File: config.mk
export PLATFORM = sky130hd
export DESIGN_NAME = vote_session_ctrl_flat
export DESIGN_NICKNAME = d
export VERILOG_FILES = /design/src/rtl/vote_session_ctrl_pkg.sv /design/src/rtl/vote_session_ctrl_if.sv /design/src/rtl/vote_session_ctrl_max_scan.sv /design/src/rtl/vote_session_ctrl.sv /design/src/flat_wrapper.sv
export SDC_FILE = /design/constraint.sdc
export NUM_CORES = 1
export LEC_CHECK = 0
export ABC_AREA = 1
export CAP_MARGIN = 20
export CORE_ASPECT_RATIO = 1.4
export CORE_MARGIN = 2
export CORE_UTILIZATION = 52
export DETAILED_ROUTE_END_ITERATION = 12
export PLACE_DENSITY_LB_ADDON = 0.2
export SYNTH_ARGS = -nofsm -noshare
export SYNTH_HDL_FRONTEND = slang
export SYNTH_SLANG_ARGS = --single-unit
File: constraint.sdc
create_clock -name clk -period 6.6 [get_ports clk]
set_input_delay 1.32 -clock clk [delete_from_list [all_inputs] [get_ports clk]]
set_output_delay 1.32 -clock clk [all_outputs]
set_load 0.005 [all_outputs]
File: src/rtl/vote_session_ctrl_pkg.sv
// Shared types and defaults for the voting-session controller: state encoding,
// default sizing and a one-hot check used when decoding candidate buttons.
package vote_pkg;

    typedef enum logic [1:0] {
        IDLE   = 2'd0,
        OPEN   = 2'd1,
        ARMED  = 2'd2,
        CLOSED = 2'd3
    } state_t;

    localparam int N_CAND_DEF        = 4;
    localparam int CNT_W_DEF         = 8;
    localparam int TIMEOUT_TICKS_DEF = 60;
    localparam int MAX_CAND          = 8;

    // True when exactly one bit is set; narrower vectors are zero-extended by the caller.
    function automatic logic is_one_hot(input logic [MAX_CAND-1:0] v);
        return (v != '0) && ((v & (v - MAX_CAND'(1))) == '0);
    endfunction

endpackage

File: src/rtl/vote_session_ctrl_if.sv
// Officer/voter controls and session status of the voting-session controller.
// The audit counters exist only when VOTE_AUDIT_EN is defined.
interface vote_session_ctrl_if #(
    parameter int N_CAND = 4,
    parameter int CNT_W  = 8
);
    logic                    tick;
    logic                    open_req;
    logic                    close_req;
    logic                    next_voter;
    logic [N_CAND-1:0]       vote_req;
    logic                    led_enable;
    logic                    ballot_armed;
    logic                    vote_ack;
    logic                    vote_err;
    logic                    timeout;
    logic [N_CAND*CNT_W-1:0] tally;
    logic                    result_valid;
    logic [2:0]              winner;
    logic                    tie;
`ifdef VOTE_AUDIT_EN
    logic [CNT_W+2:0]        total_votes;
    logic [CNT_W-1:0]        reject_cnt;
`endif

    modport master (
        output tick, open_req, close_req, next_voter, vote_req,
        input  led_enable, ballot_armed, vote_ack, vote_err, timeout,
               tally, result_valid, winner, tie
`ifdef VOTE_AUDIT_EN
        , input total_votes, reject_cnt
`endif
    );

    modport slave (
        input  tick, open_req, close_req, next_voter, vote_req,
        output led_enable, ballot_armed, vote_ack, vote_err, timeout,
               tally, result_valid, winner, tie
`ifdef VOTE_AUDIT_EN
        , output total_votes, reject_cnt
`endif
    );

endinterface

File: src/rtl/vote_session_ctrl_max_scan.sv
// Sequential argmax over the packed tallies: one candidate per clock after a
// start pulse; lowest index wins ties, done holds until reset.
module max_scan #(
    parameter int N_CAND = 4,
    parameter int CNT_W  = 8
) (
    input  logic                    clk,
    input  logic                    reset,
    input  logic                    start,
    input  logic [N_CAND*CNT_W-1:0] tally,
    output logic                    done,
    output logic [2:0]              winner,
    output logic                    tie
);

    logic             busy_q, busy_d;
    logic             done_q, done_d;
    logic [2:0]       idx_q, idx_d;
    logic [CNT_W-1:0] max_q, max_d;
    logic [2:0]       winner_q, winner_d;
    logic             tie_q, tie_d;
    logic [CNT_W-1:0] cur;

    assign cur = tally[idx_q*CNT_W +: CNT_W];

    always_comb begin
        busy_d   = busy_q;
        done_d   = done_q;
        idx_d    = idx_q;
        max_d    = max_q;
        winner_d = winner_q;
        tie_d    = tie_q;
        if (start && !busy_q && !done_q) begin
            busy_d = 1'b1;
            idx_d  = 3'd0;
        end else if (busy_q) begin
            // Candidate 0 seeds the running max so an all-zero field still reports a tie.
            if (idx_q == 3'd0 || cur > max_q) begin
                max_d    = cur;
                winner_d = idx_q;
                tie_d    = 1'b0;
            end else if (cur == max_q) begin
                tie_d = 1'b1;
            end
            if (idx_q == 3'(N_CAND-1)) begin
                busy_d = 1'b0;
                done_d = 1'b1;
            end else begin
                idx_d = idx_q + 3'd1;
            end
        end
    end

    always_ff @(posedge clk) begin
        if (reset) begin
            busy_q   <= 1'b0;
            done_q   <= 1'b0;
            idx_q    <= 3'd0;
            max_q    <= '0;
            winner_q <= 3'd0;
            tie_q    <= 1'b0;
        end else begin
            busy_q   <= busy_d;
            done_q   <= done_d;
            idx_q    <= idx_d;
            max_q    <= max_d;
            winner_q <= winner_d;
            tie_q    <= tie_d;
        end
    end

    assign done   = done_q;
    assign winner = winner_q;
    assign tie    = tie_q;

endmodule

File: src/rtl/vote_session_ctrl.sv
// Voting-session sequencer: session FSM, saturating per-candidate tallies and
// winner scan after close. Define VOTE_AUDIT_EN to add total_votes/reject_cnt.
module vote_session_ctrl
    import vote_pkg::*;
#(
    parameter int N_CAND        = N_CAND_DEF,
    parameter int CNT_W         = CNT_W_DEF,
    parameter int TIMEOUT_TICKS = TIMEOUT_TICKS_DEF
) (
    input  logic                 clk,
    input  logic                 reset,
    vote_session_ctrl_if.slave   bus
);

    localparam int TO_W = $clog2(TIMEOUT_TICKS + 1);

    state_t                  state_q, state_d;
    logic [TO_W-1:0]         to_cnt_q, to_cnt_d;
    logic                    led_enable_q, led_enable_d;
    logic                    ballot_armed_q, ballot_armed_d;
    logic                    vote_ack_q, vote_ack_d;
    logic                    vote_err_q, vote_err_d;
    logic                    timeout_q, timeout_d;
    logic                    start_q, start_d;
    logic                    count_en;
    logic                    valid_vote;
    logic                    any_vote;
    logic [N_CAND*CNT_W-1:0] tally_w;

    assign valid_vote = is_one_hot(MAX_CAND'(bus.vote_req));
    assign any_vote   = |bus.vote_req;

    always_comb begin
        state_d    = state_q;
        to_cnt_d   = to_cnt_q;
        vote_ack_d = 1'b0;
        vote_err_d = 1'b0;
        timeout_d  = 1'b0;
        count_en   = 1'b0;
        unique case (state_q)
            IDLE: begin
                if (bus.open_req) state_d = OPEN;
            end
            OPEN: begin
                if (bus.close_req) begin
                    state_d = CLOSED;
                end else if (bus.next_voter) begin
                    state_d  = ARMED;
                    to_cnt_d = '0;
                end
            end
            ARMED: begin
                // close beats a valid vote, which beats expiry; a vote with close is dropped
                if (bus.close_req) begin
                    state_d = CLOSED;
                end else if (valid_vote) begin
                    count_en   = 1'b1;
                    vote_ack_d = 1'b1;
                    state_d    = OPEN;
                end else begin
                    vote_err_d = any_vote;
                    if (bus.tick) begin
                        if (to_cnt_q == TO_W'(TIMEOUT_TICKS - 1)) begin
                            timeout_d = 1'b1;
                            to_cnt_d  = '0;
                            state_d   = OPEN;
                        end else begin
                            to_cnt_d = to_cnt_q + TO_W'(1);
                        end
                    end
                end
            end
            CLOSED: ;
            default: state_d = IDLE;
        endcase
        led_enable_d   = (state_d == OPEN) || (state_d == ARMED);
        ballot_armed_d = (state_d == ARMED);
        start_d        = (state_d == CLOSED) && (state_q != CLOSED);
    end

    always_ff @(posedge clk) begin
        if (reset) begin
            state_q        <= IDLE;
            to_cnt_q       <= '0;
            led_enable_q   <= 1'b0;
            ballot_armed_q <= 1'b0;
            vote_ack_q     <= 1'b0;
            vote_err_q     <= 1'b0;
            timeout_q      <= 1'b0;
            start_q        <= 1'b0;
        end else begin
            state_q        <= state_d;
            to_cnt_q       <= to_cnt_d;
            led_enable_q   <= led_enable_d;
            ballot_armed_q <= ballot_armed_d;
            vote_ack_q     <= vote_ack_d;
            vote_err_q     <= vote_err_d;
            timeout_q      <= timeout_d;
            start_q        <= start_d;
        end
    end

    generate
        for (genvar gi = 0; gi < N_CAND; gi++) begin : g_tally
            logic [CNT_W-1:0] cnt_q, cnt_d;

            // Saturated counters hold; the vote is still acknowledged.
            always_comb begin
                cnt_d = cnt_q;
                if (count_en && bus.vote_req[gi] && (cnt_q != '1))
                    cnt_d = cnt_q + CNT_W'(1);
            end

            always_ff @(posedge clk) begin
                if (reset) cnt_q <= '0;
                else       cnt_q <= cnt_d;
            end

            assign tally_w[gi*CNT_W +: CNT_W] = cnt_q;
        end
    endgenerate

    max_scan #(
        .N_CAND (N_CAND),
        .CNT_W  (CNT_W)
    ) u_max_scan (
        .clk    (clk),
        .reset  (reset),
        .start  (start_q),
        .tally  (tally_w),
        .done   (bus.result_valid),
        .winner (bus.winner),
        .tie    (bus.tie)
    );

    assign bus.led_enable   = led_enable_q;
    assign bus.ballot_armed = ballot_armed_q;
    assign bus.vote_ack     = vote_ack_q;
    assign bus.vote_err     = vote_err_q;
    assign bus.timeout      = timeout_q;
    assign bus.tally        = tally_w;

`ifdef VOTE_AUDIT_EN
    logic [CNT_W+2:0] total_q, total_d;
    logic [CNT_W-1:0] reject_q, reject_d;
    logic [CNT_W:0]   reject_sum;

    always_comb begin
        total_d    = total_q + (CNT_W+3)'(vote_ack_d);
        reject_sum = {1'b0, reject_q} + (CNT_W+1)'(vote_err_d) + (CNT_W+1)'(timeout_d);
        reject_d   = reject_sum[CNT_W] ? '1 : reject_sum[CNT_W-1:0];
    end

    always_ff @(posedge clk) begin
        if (reset) begin
            total_q  <= '0;
            reject_q <= '0;
        end else begin
            total_q  <= total_d;
            reject_q <= reject_d;
        end
    end

    assign bus.total_votes = total_q;
    assign bus.reject_cnt  = reject_q;
`endif

endmodule

File: src/flat_wrapper.sv
// flat-port wrapper written by rule: the top's interface ports become plain ports
module vote_session_ctrl_flat import vote_pkg::*;
#(
    parameter int N_CAND        = N_CAND_DEF,
    parameter int CNT_W         = CNT_W_DEF,
    parameter int TIMEOUT_TICKS = TIMEOUT_TICKS_DEF
)
  (clk, reset, bus_tick, bus_open_req, bus_close_req, bus_next_voter, bus_vote_req, bus_led_enable, bus_ballot_armed, bus_vote_ack, bus_vote_err, bus_timeout, bus_tally, bus_result_valid, bus_winner, bus_tie);
  vote_session_ctrl_if #(.N_CAND(N_CAND), .CNT_W(CNT_W)) bus_i ();
  input  logic clk;
  input  logic reset;
  input wire logic [$bits(bus_i.tick)-1:0] bus_tick;
  input wire logic [$bits(bus_i.open_req)-1:0] bus_open_req;
  input wire logic [$bits(bus_i.close_req)-1:0] bus_close_req;
  input wire logic [$bits(bus_i.next_voter)-1:0] bus_next_voter;
  input wire logic [$bits(bus_i.vote_req)-1:0] bus_vote_req;
  output wire logic [$bits(bus_i.led_enable)-1:0] bus_led_enable;
  output wire logic [$bits(bus_i.ballot_armed)-1:0] bus_ballot_armed;
  output wire logic [$bits(bus_i.vote_ack)-1:0] bus_vote_ack;
  output wire logic [$bits(bus_i.vote_err)-1:0] bus_vote_err;
  output wire logic [$bits(bus_i.timeout)-1:0] bus_timeout;
  output wire logic [$bits(bus_i.tally)-1:0] bus_tally;
  output wire logic [$bits(bus_i.result_valid)-1:0] bus_result_valid;
  output wire logic [$bits(bus_i.winner)-1:0] bus_winner;
  output wire logic [$bits(bus_i.tie)-1:0] bus_tie;
  assign bus_i.tick = bus_tick;
  assign bus_i.open_req = bus_open_req;
  assign bus_i.close_req = bus_close_req;
  assign bus_i.next_voter = bus_next_voter;
  assign bus_i.vote_req = bus_vote_req;
  assign bus_led_enable = bus_i.led_enable;
  assign bus_ballot_armed = bus_i.ballot_armed;
  assign bus_vote_ack = bus_i.vote_ack;
  assign bus_vote_err = bus_i.vote_err;
  assign bus_timeout = bus_i.timeout;
  assign bus_tally = bus_i.tally;
  assign bus_result_valid = bus_i.result_valid;
  assign bus_winner = bus_i.winner;
  assign bus_tie = bus_i.tie;
  vote_session_ctrl #(.N_CAND(N_CAND), .CNT_W(CNT_W), .TIMEOUT_TICKS(TIMEOUT_TICKS)) u_core (.clk(clk), .reset(reset), .bus(bus_i));
endmodule
* After elaboration in Yosys (flattened, before gate mapping) *
Index checks and enable logic that the tools add are counted.

storage, ports and cells
  register bits = 63
  bits of input ports = 10
  output and inout port bits = 42

operators by class
  $add $sub $neg = 7
  $lt $le $gt $ge = 1
  eq/ne operators = 18
  shift-type cells = 1
  multiplexer cells = 24
  bitwise gates (word level) = 5
  reduce and logical (&&, ||, !) cells = 31

operators by type and width
  operator               number
  $mux W6                6
  $add A8 B1 Y8 const B  4
  $ne A8 B8 Y1 const B   4
  $shiftx A32 B7 Y8      1
  $mux W2                7
  $logic_and A1 B1 Y1    12
  $ne A2 B2 Y1 const B   6
  $pmux W6 S2            1
  $mux W1                9
  $reduce_and A3 Y1      3
  $and A4 B8 Y8          1
  $eq A8 B8 Y1           1
  $gt A8 B8 Y1           1
  $logic_not A8 Y1       1
  $reduce_or A4 Y1       2
  $add A6 B1 Y6 const B  1
  $eq A2 B2 Y1 const B   3
  $eq A6 B6 Y1 const B   1
  $pmux W2 S3            1
  $reduce_and A6 Y1      1
  $reduce_or A5 Y1       1
  $sub A4 B1 Y5 const B  1
  $eq A2 B1 Y1 const B   2
  $not A1 Y1             4
  other kinds (10)       13

* Logic depth before layout (Yosys ltp) *
  depth in word-level cells = 9
  depth in mapped cells = 21

* Cells and area by module *
Synthesis repeated with hierarchy kept, for this count alone.

unflattened totals
  cell total of the unflattened synthesis = 549
  area total of the unflattened synthesis = 3,628.5 µm²

modules (own cells, without submodules)
  module             times used  cells each  area an instance (µm²)
  vote_session_ctrl  1           358         2,408.6
  max_scan           1           191         1,219.9

* Worst setup path before layout *
Ideal clock, no wire load.

  kind = input port to flip-flop
  start point = input port bus_vote_req[1]
  end point = register u_core.g_tally[1].cnt_q[6]
  data arrival time = 2.241 ns
  required time = 6.485 ns
  setup slack = 4.244 ns
  stages = 11
  path buffers = 1
  cells stage by stage = nor2_2 nand2_1 nand2_2 nand2_4 clkinv_4 nand2_4 nor2_2 buf_6 nand2_2 o21ai_1 nor2_1

between the ends
  word-level cells in the longest chain between the ends = 9

ends and longest elaborated chain
  element                               line                         source
  start: declaration                    flat_wrapper.sv:16           input wire logic [$bits(bus_i.vote_req)-1:0] bus_vote_req;
  $sub A4 B1 Y5                         vote_session_ctrl_pkg.sv:19  return (v != '0) && ((v & (v - MAX_CAND'(1))) == '0);
  $and A4 B8 Y8                         vote_session_ctrl_pkg.sv:19
  $logic_not A8 Y1                      vote_session_ctrl_pkg.sv:19
  $logic_and A1 B1 Y1                   vote_session_ctrl_pkg.sv:19
  $mux W1                               vote_session_ctrl.sv:56      end else if (valid_vote) begin
  $mux W1                               vote_session_ctrl.sv:54      if (bus.close_req) begin
  $mux W1                               vote_session_ctrl.sv:40      unique case (state_q)
  $logic_and A1 B1 Y1 (*) (2 in a row)  vote_session_ctrl.sv:110     if (count_en && bus.vote_req[gi] && (cnt_q != '1))
  end signal: assignment                vote_session_ctrl.sv:116     else cnt_q <= cnt_d;
  end: declaration                      vote_session_ctrl.sv:105     logic [CNT_W-1:0] cnt_q, cnt_d;

Every way passes the cells marked *; elsewhere a longest branch is shown, timed or not.
A chain may end at the register's enable or synchronous reset.

* Final worst setup path *
  start point = input port reset
  end point = register u_core.g_tally[2].cnt_q[5]

RTL lines
  element                 line                      source
  start: declaration      flat_wrapper.sv:11        input logic reset;
  end signal: assignment  vote_session_ctrl.sv:116
  end: declaration        vote_session_ctrl.sv:105

No word-level cell between the ends.

==> flow_summary_export.csv <==
group,metric,value,unit
outcome,status,"finished, final reports clean",
grt,overflow,0,
critical_path,worst-path-stages,4,
timing,whs,0.4696,ns
placement,io_buffers,51,
critical_path,reg2reg_depth,14,
critical_path,path_class,"primary input to flip-flop",
timing,slew_viol_final,0,
timing,fin_crit_sh,47.20,%
critical_path,rrSetupSlack,3.68,ns
cells_and_area,num-nets-final,599,
clock_network,htree_levels,3,
clock_network,cts_buffer_depth,2,
timing,tns,0,ns
grt,grtUsageTotal,24.30,%
timing,clock_skew,0.006886,ns
min_path,hold_path.class,"flip-flop to flip-flop",
synthesis,yosysUniqueCellTypes,36,
critical_path,worstPathRequired,6.84,ns
detailed_routing,antenna_left,0,
critical_path,path_cells,"clkdlybuf4s50_1 > inv_1 > buf_16 > and3_1",
detailed_routing,viasPerCell,5.093,
cells_and_area,final_cell_mix,"nand2_1, nor2_1, dfxtp_1",
synthesis,seq_area_frac_synth,35.54,%
cells_and_area,final_layout_size_suffix_gt1_share,8.492,%
clock_network,cts_resized,0,
critical_path,worst-path-buf-inv,3,
critical_path,start_kind,"primary input",
clock_network,clkTransAtPathRegs,0.07,ns
clock_network,cts_root_buffer,"clkbuf_8",
cells_and_area,antenna_cells,0,
grt,grt_pass1_vias,3293,
detailed_routing,routed.top_layer,"met4",
detailed_routing,drc,0,
synthesis,synth_area,3548,um^2
synthesis,synth_area_per_cell,6.772,um^2
clock_network,tritoncts,"done",
clock_network,cts_hold_buf,0,
cells_and_area,fillers,600,
synthesis,netlist_instances,524,
synthesis,muxShareOfSynthArea,0,%
grt,grt_pass1_wl,14190,um
detailed_routing,wl_met2,4179,um
timing,fmax,0.3210,GHz
detailed_routing,wl_met1,3578,um
placement,gp_congestion,0.8965,
floorplanning,io-pin-count,52,
critical_path,endpoint_kind,"flip-flop",
timing,min_period,3.115,ns
clock_network,cts_inserted_buffers,9,
pwr,ir_drop,0.0001223,V
job,maxCapViolCount,0,
grt,grt_max_degree,41,
floorplanning,fp.dieArea,7510,um^2
detailed_routing,drt_pass1_iterations,4,
clock_network,clock-sinks,63,
cells_and_area,synthToLayoutAreaGrowth,23.06,%
critical_path,cpPeakStageDelay,1.07,ns
synthesis,yosys_warnings,0,
critical_path,crit_fanout,29,
critical_path,path_delay_family,"buffers and inverters",
timing,setup_violations,0,
timing,rsz0062_at_grt,"false",
grt,antenna_found_initial,0,
timing,worst_slew_pin_slew,0.9094,ns
timing,relSlewSlack,39.18,%
synthesis,synth-adder-area-share,5.994,%
placement,dp_hpwl,6040,um
detailed_routing,routed_wl,8223,um
clock_network,post-cts-setup-buffers,0,
floorplanning,die_x,73.82,um
detailed_routing,dr_wl_met3,283,um
cells_and_area,layout_commonest_cell,"nand2_1",
synthesis,ys_ff_latch,63,
pwr,p_per_area,248.5,nW/um^2
critical_path,critical-path-slowest-cell,"clkdlybuf4s50_1",
synthesis,synth-compound-area-share,14.10,%
synthesis,syn_nets,551,
floorplanning,die_h,101.7,um
floorplanning,fp-row-count,35,
synthesis,synth_top_family_by_area,"simple AND/OR/NAND/NOR gates",
synthesis,synthXorXnorAreaFrac,2.962,%
floorplanning,design.core.area,6613,um^2
min_path,whs_path_depth,2,
critical_path,crit_arrival,3.35,ns
clock_network,clk-insertion-delay-late,0.34,ns
pwr,leakage,1.866,nW
detailed_routing,drtIter0Drc,162,
floorplanning,start_util,53.66,%
detailed_routing,post_drt_wl_per_cell,12.29,um
detailed_routing,vias,3407,
timing,hold_viol_final,0,
synthesis,synth-simple-area-share,31.52,%
[kinds of logic (layout without fill, tap and decap cells)]
kind of cell / after synthesis / in the layout
and+or+nand+nor: 256 / 256
AOI/OAI and AO/OA: 93 / 93
buffers and inverters: 83 / 136
DFF: 63 / 63
adders and majority gates: 17 / 17
xor gates and xnor gates: 12 / 12
[cells in the mapped netlist]
| library cell | n | share of area (%) |
|---|---|---|
| nand4_1 | 8 | 1.4 |
| clkinv_1 | 1 | 0.11 |
| a211oi_1 | 1 | 0.21 |
| ha_1 | 17 | 6.0 |
| nand2_2 | 9 | 1.6 |
| and3_1 | 2 | 0.35 |
| nor2_1 | 87 | 9.2 |
| dfxtp_1 | 63 | 36 |
| buf_2 | 3 | 0.42 |
| a21oi_1 | 46 | 6.5 |
| nor4_1 | 2 | 0.35 |
| o21ai_1 | 8 | 1.1 |
| nand2_4 | 2 | 0.63 |
| nor3_1 | 2 | 0.28 |
| nor2_4 | 2 | 0.63 |
| xor2_1 | 10 | 2.5 |
| buf_6 | 3 | 0.95 |
| o21ai_0 | 29 | 4.1 |
| xnor2_1 | 2 | 0.49 |
| or2_2 | 2 | 0.35 |
| a21o_1 | 1 | 0.21 |
| nor2_2 | 5 | 0.88 |
| nor3b_1 | 1 | 0.21 |
| nor3_2 | 1 | 0.28 |
| a211oi_2 | 1 | 0.35 |
| buf_1 | 3 | 0.32 |
| o211ai_1 | 1 | 0.21 |
| nand2_1 | 97 | 10 |
| o22ai_1 | 1 | 0.18 |
| inv_1 | 62 | 6.6 |
| a21oi_2 | 5 | 1.2 |
| inv_2 | 4 | 0.42 |
| nand3_1 | 36 | 5.1 |
| clkinv_4 | 1 | 0.25 |
| buf_4 | 2 | 0.42 |
| clkbuf_1 | 4 | 0.42 |
[final timing paths]
kind                                            startpoint                                  endpoint
setup / recovery                                     reset   u_core.g_tally[2].cnt_q[5]$_SDFFE_PP0P_
setup reg to reg   u_core.u_max_scan.idx_q[0]$_SDFFE_PP0P_   u_core.u_max_scan.max_q[7]$_SDFFE_PP0P_
hold / removal    u_core.u_max_scan.winner[0]$_SDFFE_PP0P_  u_core.u_max_scan.winner[0]$_SDFFE_PP0P_
hold reg to reg   u_core.u_max_scan.winner[0]$_SDFFE_PP0P_  u_core.u_max_scan.winner[0]$_SDFFE_PP0P_
[per-stage QoR]
step	area (um^2)	power [W]	cells	setup slack, ns	util, %
after floorplan	3548	0.0006034	524	4.244	-
after global placement	4084	0.0006596	652	2.884	61.76
after detailed placement	4084	0.0006655	652	2.793	61.76
after CTS	4339	0.001090	668	3.149	65.62
after global routing	4367	0.001147	669	3.284	66.04
final	4367	0.001085	669	3.485	66.04
[where the power goes]
group	leakage [nW]	switching (W)	internal, W	total, W
Combinational	1.23	0.000137	0.0000932	0.000230
Clock	0.130	0.000154	0.000272	0.000426
Sequential	0.510	0.0000229	0.000406	0.000429
Total	1.87	0.000314	0.000771	0.00108
[flip-flops by register name, indices dropped and copies added (netlist names), 2 cells and up]
register,flops
u_core.g_tally.cnt_q,32
u_core.u_max_scan.max_q,8
u_core.u_max_scan.winner,3
u_core.to_cnt_q,6
u_core.u_max_scan.idx_q,3
u_core.state_q,2
[cell type report]
cell class / count / area (um^2) / share of cell area [%]
multi-input cells: 378 / 1937 / 44.36
flip-flops and latches: 63 / 1261 / 28.88
repair buffers: 52 / 538.0 / 12.32
inverters: 68 / 260.3 / 5.960
clock buffers: 11 / 151.4 / 3.467
well taps: 92 / 115.1 / 2.636
clock inverters: 5 / 103.9 / 2.378
[layer usage]
layer	vias to the layer above	GRT usage, %
li1	1786	-
met4	0	12.31
met5	-	0
met3	17	4.279
met2	68	42.93
met1	1536	27.42
[worst reg2reg max path: cells and delay by family (launching register included)]
family / cells / cell delay [ns]
fa+ha+maj: 1 / 0.30
compound gates: 3 / 0.58
buf+inv: 2 / 0.52
flops: 1 / 0.73
simple gates: 8 / 0.73
(Power assumes the default switching activity.)
